### src/rtl/wishbone_sram_router.sv
// Registered Wishbone classic router: decodes one upstream request onto one of NUM_PORTS
// SRAM/ROM ports, returns registered ack/data, and reports unmapped or stalled accesses as errors.
module wishbone_sram_router #(
    parameter int NUM_PORTS = 11,
    parameter int DW = 32,
    parameter int AW = 32,
    parameter logic [NUM_PORTS*AW-1:0] BASE_ADDRS = (NUM_PORTS*AW)'({
        AW'(32'h300F_0000), AW'(32'h300E_0000), AW'(32'h300D_0000), AW'(32'h300C_0000),
        AW'(32'h300B_0000), AW'(32'h300A_0000), AW'(32'h3009_0000), AW'(32'h3008_0000),
        AW'(32'h3007_0000), AW'(32'h3006_0000), AW'(32'h3005_0000), AW'(32'h3004_0000),
        AW'(32'h3003_0000), AW'(32'h3002_0000), AW'(32'h3001_0000), AW'(32'h3000_0000)}),
    parameter logic [NUM_PORTS*AW-1:0] MASKS = {NUM_PORTS{AW'(32'hFFFF_F000)}},
    parameter int TIMEOUT = 255,
    parameter int TO_W = 8
) (
    input  logic                    wb_clk_i,
    input  logic                    wb_rst_i,
    input  logic                    wbs_ufp_stb_i,
    input  logic                    wbs_ufp_cyc_i,
    input  logic                    wbs_ufp_we_i,
    input  logic [DW/8-1:0]         wbs_ufp_sel_i,
    input  logic [DW-1:0]           wbs_ufp_dat_i,
    input  logic [AW-1:0]           wbs_ufp_adr_i,
    output logic                    wbs_ufp_ack_o,
    output logic                    wbs_ufp_err_o,
    output logic [DW-1:0]           wbs_ufp_dat_o,
    output logic [NUM_PORTS-1:0]    wbs_dfp_stb_o,
    output logic [NUM_PORTS-1:0]    wbs_dfp_cyc_o,
    output logic [NUM_PORTS-1:0]    wbs_dfp_we_o,
    output logic [DW/8-1:0]         wbs_dfp_sel_o,
    output logic [DW-1:0]           wbs_dfp_dat_o,
    output logic [AW-1:0]           wbs_dfp_adr_o,
    input  logic [NUM_PORTS*DW-1:0] wbs_dfp_dat_i,
    input  logic [NUM_PORTS-1:0]    wbs_dfp_ack_i,
    output logic [15:0]             err_count_o
);

    typedef enum logic [1:0] {IDLE, ACTIVE, RESP, ERR} state_t;

    state_t                 state;
    state_t                 state_nxt;
    logic [NUM_PORTS-1:0]   match;
    logic [NUM_PORTS-1:0]   hit_onehot;
    logic                   hit;
    logic                   sel_ack;
    logic [DW-1:0]          sel_dat;
    logic                   wd_expired;
    logic [TO_W-1:0]        wd_cnt;
    logic [15:0]            err_cnt;
    logic                   latch_req;
    logic                   take_ack;
    logic                   raise_err;

    // Decode stage: address compare against every window, lowest index wins
    always_comb begin
        match = '0;
        for (int i = 0; i < NUM_PORTS; i++) begin
            match[i] = (wbs_ufp_adr_i & MASKS[i*AW +: AW]) == BASE_ADDRS[i*AW +: AW];
        end
    end

    assign hit_onehot = match & (~match + NUM_PORTS'(1));
    assign hit        = |match;

    // The registered one-hot strobe doubles as the selector for the returning port
    assign sel_ack = |(wbs_dfp_ack_i & wbs_dfp_stb_o);

    always_comb begin
        sel_dat = '0;
        for (int i = 0; i < NUM_PORTS; i++) begin
            if (wbs_dfp_stb_o[i]) begin
                sel_dat = wbs_dfp_dat_i[i*DW +: DW];
            end
        end
    end

    assign wd_expired = (TIMEOUT != 0) && (wd_cnt == TO_W'(TIMEOUT - 1));

    always_ff @(posedge wb_clk_i or posedge wb_rst_i) begin
        if (wb_rst_i) begin
            state <= IDLE;
        end else begin
            state <= state_nxt;
        end
    end

    always_comb begin
        state_nxt = state;
        latch_req = 1'b0;
        take_ack  = 1'b0;
        raise_err = 1'b0;
        case (state)
            IDLE: begin
                if (wbs_ufp_cyc_i && wbs_ufp_stb_i) begin
                    if (hit) begin
                        state_nxt = ACTIVE;
                        latch_req = 1'b1;
                    end else begin
                        state_nxt = ERR;
                        raise_err = 1'b1;
                    end
                end
            end
            ACTIVE: begin
                // A vanished master cancels silently, even if the port answers this cycle
                if (!wbs_ufp_cyc_i) begin
                    state_nxt = IDLE;
                end else if (sel_ack) begin
                    state_nxt = RESP;
                    take_ack  = 1'b1;
                end else if (wd_expired) begin
                    state_nxt = ERR;
                    raise_err = 1'b1;
                end
            end
            RESP:    state_nxt = IDLE;
            ERR:     state_nxt = IDLE;
            default: state_nxt = IDLE;
        endcase
    end

    // Register stage: downstream request, upstream response, watchdog
    always_ff @(posedge wb_clk_i or posedge wb_rst_i) begin
        if (wb_rst_i) begin
            wbs_dfp_stb_o <= '0;
            wbs_dfp_cyc_o <= '0;
            wbs_dfp_we_o  <= '0;
            wbs_dfp_sel_o <= '0;
            wbs_dfp_dat_o <= '0;
            wbs_dfp_adr_o <= '0;
            wbs_ufp_ack_o <= 1'b0;
            wbs_ufp_err_o <= 1'b0;
            wbs_ufp_dat_o <= '0;
            wd_cnt        <= '0;
        end else begin
            wbs_ufp_ack_o <= take_ack;
            wbs_ufp_err_o <= raise_err;
            if (take_ack) begin
                wbs_ufp_dat_o <= sel_dat;
            end else if (raise_err) begin
                wbs_ufp_dat_o <= '0;
            end
            if (latch_req) begin
                wbs_dfp_stb_o <= hit_onehot;
                wbs_dfp_cyc_o <= hit_onehot;
                wbs_dfp_we_o  <= wbs_ufp_we_i ? hit_onehot : '0;
                wbs_dfp_sel_o <= wbs_ufp_sel_i;
                wbs_dfp_dat_o <= wbs_ufp_dat_i;
                wbs_dfp_adr_o <= wbs_ufp_adr_i;
                wd_cnt        <= '0;
            end else if (state_nxt != ACTIVE) begin
                wbs_dfp_stb_o <= '0;
                wbs_dfp_cyc_o <= '0;
                wbs_dfp_we_o  <= '0;
            end else begin
                wd_cnt <= wd_cnt + 1'b1;
            end
        end
    end

    always_ff @(posedge wb_clk_i or posedge wb_rst_i) begin
        if (wb_rst_i) begin
            err_cnt <= '0;
        end else if (raise_err && (err_cnt != 16'hFFFF)) begin
            err_cnt <= err_cnt + 16'd1;
        end
    end

    assign err_count_o = err_cnt;

endmodule

### config.mk
export PLATFORM = sky130hd
export DESIGN_NAME = wishbone_sram_router
export DESIGN_NICKNAME = d
export VERILOG_FILES = /design/src/rtl/wishbone_sram_router.sv
export SDC_FILE = /design/constraint.sdc
export NUM_CORES = 1
export LEC_CHECK = 0
export ABC_CLOCK_PERIOD_IN_PS = 7200
export CORE_AREA = 2 2 225 227
export CTS_BUF_LIST = sky130_fd_sc_hd__clkbuf_4 sky130_fd_sc_hd__clkbuf_8
export CTS_CLUSTER_DIAMETER = 30
export CTS_CLUSTER_SIZE = 30
export DETAILED_ROUTE_END_ITERATION = 7
export DIE_AREA = 0 0 227 229
export PLACE_DENSITY = 0.52
export SETUP_SLACK_MARGIN = 0.5
export SYNTH_ARGS = -nofsm -noshare
export SYNTH_HDL_FRONTEND = slang
export SYNTH_SLANG_ARGS = --single-unit
### constraint.sdc
create_clock -name wb_clk_i -period 7.2 [get_ports wb_clk_i]
set_input_delay 1.44 -clock wb_clk_i [delete_from_list [all_inputs] [get_ports wb_clk_i]]
set_output_delay 1.44 -clock wb_clk_i [all_outputs]
set_load 0.02 [all_outputs]
==> impl_metrics.tcl <==
set metrics [dict create \
    tns_ns 0 \
    cp_data_arrival_time_ns 4.49 \
    routedWlPerCell_um 23.9 \
    ctsHoldBuffers 0 \
    drive_gt1_share_pct 9.21 \
    required_ns 7.63 \
    vias_per_cell 4.58 \
    setup_viol_count_final 0 \
    drt-pass1-iter-count 5 \
    status "finished clean" \
    cp-end-kind "register" \
    hp-start "wbs_ufp_dat_o[13]" \
    layout.nets 1805 \
    ir_drop_mv 0.110 \
    seq_area_frac_synth_pct 45.7 \
    finClkSkew_ns 0.0246 \
    grt_max_degree 102 \
    die_h_um 229 \
    gp_congestion 0.842 \
    final_cells 2055 \
    clockRootBuffer "clkbuf_8" \
    die_w_um 227 \
    holdWs_ns 0.482 \
    holdCritPathClass "reg -> reg" \
    yosysUniqueCellTypes 49 \
    synth_area_leader_cell "dfrtp_1" \
    top_usage_layer "met2" \
    place_hpwl_mm 37.4 \
    post_cts_buffers 0 \
    portBuffers 586 \
    ctsResizeCount 0 \
    crit_slowest_cell "nor3_4" \
    grt_usage_pct 18.1 \
    worstMarginPinSlew_ns 1.14 \
    clk_pin_slew_worst_paths_ns 0.10 \
    rr_endpoint "wbs_ufp_dat_o[15]" \
    avgSynthCellArea_um2 9.97 \
    rsz0062_at_grt "false" \
    worst-setup-path-type "in -> reg" \
    crit_path_start_kind "input pin" \
    r2r_slack_ns 4.13 \
    initial_utilization_pct 16.5 \
    crit_path_max_incr_delay_ns 0.93 \
    dieArea_um2 52000 \
    synth_top_area_share_pct 45.7 \
    clock.fmax_ghz 0.246 \
    fin_crit_ns 4.06 \
    maxSlewViolCount 0 \
    r2r_cells 6 \
    p_leak_nw 6.22 \
    grt_pass1_wl_mm 67.5 \
    drtIter0Drc 454 \
    critPathMaxFanout 51 \
    io_pins 587 \
    area_growth_pct 84.3 \
    core_area_um2 49700 \
    clock_sinks 150 \
    grt_overflow 0 \
    worstPathCellList "clkdlybuf4s50_1 > or4_4 > a21o_1 > nor3_4 > buf_12 > nor3b_2 > a32o_1" \
    clock_latency_ns 0.49 \
    slew-limit-headroom_pct 23.5 \
    grt_pass1_vias 9730 \
    grtUsageMet1_pct 22.2 \
    min_path_cells 1 \
    dp_cells 2019 \
    clockBufferDepth 2 \
    drc 0 \
    grt_use_met2_pct 30.4 \
    hold_path_end "wbs_ufp_dat_o[13]" \
    finalHoldViolCount 0 \
    routed_wl_mm 49.2 \
    antenna_left 0 \
    synth_area_leaders "dfrtp_1, mux2_2, o22ai_1" \
    cts_tree "built" \
    power_density_nw_per_um2 130 \
    yosysWarnings 0 \
    met3_usage_pct 4.94 \
    crit-reg2reg-launch "wbs_dfp_cyc_o[1]" \
    fin_crit_sh_pct 56.4 \
    netlist_area_um2 8210 \
    antenna_found_initial 8 \
    vias 9410 \
    syn-num-nets 1263 \
    max_cap_viol_count 0 \
    htreeDepth 4 \
    postSynthCellCount 824 \
    ys_ff_latch 150 \
    cts_made_buffers 17 \
    rows 82 \
]
## registers in the layout (all words and copies together) (netlist names)
| name | cells |
|---|---|
| wbs_ufp_dat_o | 32 |
| err_count_o | 16 |
| wbs_dfp_we_o | 11 |
| wbs_ufp_err_o | 1 |
| state | 2 |
| wd_cnt | 8 |
| wbs_dfp_adr_o | 32 |
| wbs_dfp_cyc_o | 11 |
| wbs_ufp_ack_o | 1 |
| wbs_dfp_sel_o | 4 |
| wbs_dfp_dat_o | 32 |
## metal layers
metal  vias up  wire length, um
met1      4587            20500
met5         -               27
met4         4             1350
met3        56             4110
met2       521            23200
li1       4242                -
## cells by family (layout without fill, tap and decap cells)
kind of cell / after synthesis / in the layout / share of synthesized area (%)
other: 0 / 4 / 0
XOR/XNOR: 21 / 21 / 2.24
adder cells (fa/ha/maj): 3 / 3 / 0.457
AND/OR/NAND/NOR: 150 / 150 / 9.38
AO/OA/AOI/OAI: 325 / 325 / 28.6
multiplexers: 53 / 53 / 7.27
buffers and inverters: 122 / 677 / 6.40
flip-flops: 150 / 150 / 45.7
## cell usage in the layout, fill, tap and decap left out, types with 8 or more instances in the layout
cell,instances
o22ai_1,64
nor2_1,47
a22oi_1,36
a221oi_1,32
mux2_2,53
a21oi_1,32
o21ai_0,35
a21o_1,36
nand3_1,10
nand2_1,23
clkdlybuf4s50_1,586
clkbuf_8,19
xor2_1,14
a311oi_1,32
nor3_1,8
nor2b_1,14
dfrtp_1,147
inv_1,40
buf_4,16
o21ai_1,8
o2111ai_1,32
nand4_1,10
## power breakdown
group,switching [W],internal [W],leakage (nW)
Clock,0.000367,0.000276,0.187
Sequential,0.0000364,0.000872,2.07
Combinational,0.000138,0.000272,3.97
## synth_stat cells (all sizes together)
| cell | instances |
|---|---|
| a21boi | 1 |
| a21o | 36 |
| a21oi | 33 |
| a221oi | 32 |
| a222oi | 1 |
| a22o | 7 |
| a22oi | 36 |
| a311oi | 32 |
| a31oi | 1 |
| a32o | 5 |
| and2 | 2 |
| and3 | 6 |
| and3b | 1 |
| and4 | 3 |
| buf | 23 |
| clkbuf | 57 |
| dfrtp | 150 |
| ha | 3 |
| inv | 42 |
| mux2 | 53 |
| nand2 | 26 |
| nand2b | 3 |
| nand3 | 10 |
| nand3b | 1 |
| nand4 | 10 |
| nand4bb | 1 |
| nor2 | 49 |
| nor2b | 16 |
| nor3 | 10 |
| nor3b | 3 |
| nor4 | 3 |
| nor4bb | 1 |
| o2111ai | 32 |
| o21ai | 43 |
| o21bai | 1 |
| o22ai | 64 |
| o2bb2ai | 1 |
| or2 | 3 |
| or3 | 1 |
| or4 | 1 |
| xnor2 | 7 |
| xor2 | 14 |
## worst max-delay path, delay by kind of cell
kind	cells	cell delay [ns]
AO/OA/AOI/OAI	2	0.46
buffers and inverters	2	0.75
AND/OR/NAND/NOR	3	1.81
## cell type report
| type | count | area [um^2] |
|---|---|---|
| diodes | 4 | 10.0 |
| multi-input cells | 552 | 3990 |
| inverters | 42 | 163 |
| flip-flops and latches | 150 | 3760 |
| clock buffers | 22 | 284 |
| clock inverters | 10 | 87.6 |
| fillers | 5236 | 34500 |
| well taps | 672 | 841 |
| repair buffers | 603 | 6010 |
## per-stage QoR
| stage | util (%) | worst slack (ns) | total power, W | instance area, um^2 |
|---|---|---|---|---|
| floorplan | - | 1.72 | 0.00102 | 8210 |
| global placement | 29.7 | 2.60 | 0.00133 | 14800 |
| detailed placement | 29.7 | 2.54 | 0.00134 | 14800 |
| CTS | 30.5 | 3.12 | 0.00201 | 15100 |
| global route | 30.5 | 2.98 | 0.00206 | 15100 |
| finish | 30.5 | 3.14 | 0.00196 | 15100 |
## worst max path at each step
stage,end,startpoint,slack [ns]
6_report,wbs_dfp_we_o[6],wbs_ufp_adr_i[12],3.14
3_3_place_gp,wbs_dfp_we_o[6],wbs_ufp_adr_i[12],2.60
4_1_cts,wbs_dfp_we_o[6],wbs_ufp_adr_i[12],3.12
3_5_place_dp,wbs_dfp_we_o[6],wbs_ufp_adr_i[12],2.54
2_1_floorplan,err_count_o[0],wb_rst_i,1.72
5_1_grt,wbs_dfp_we_o[6],wbs_ufp_adr_i[12],2.98
Note: power is estimated with default switching activity, not from simulation.
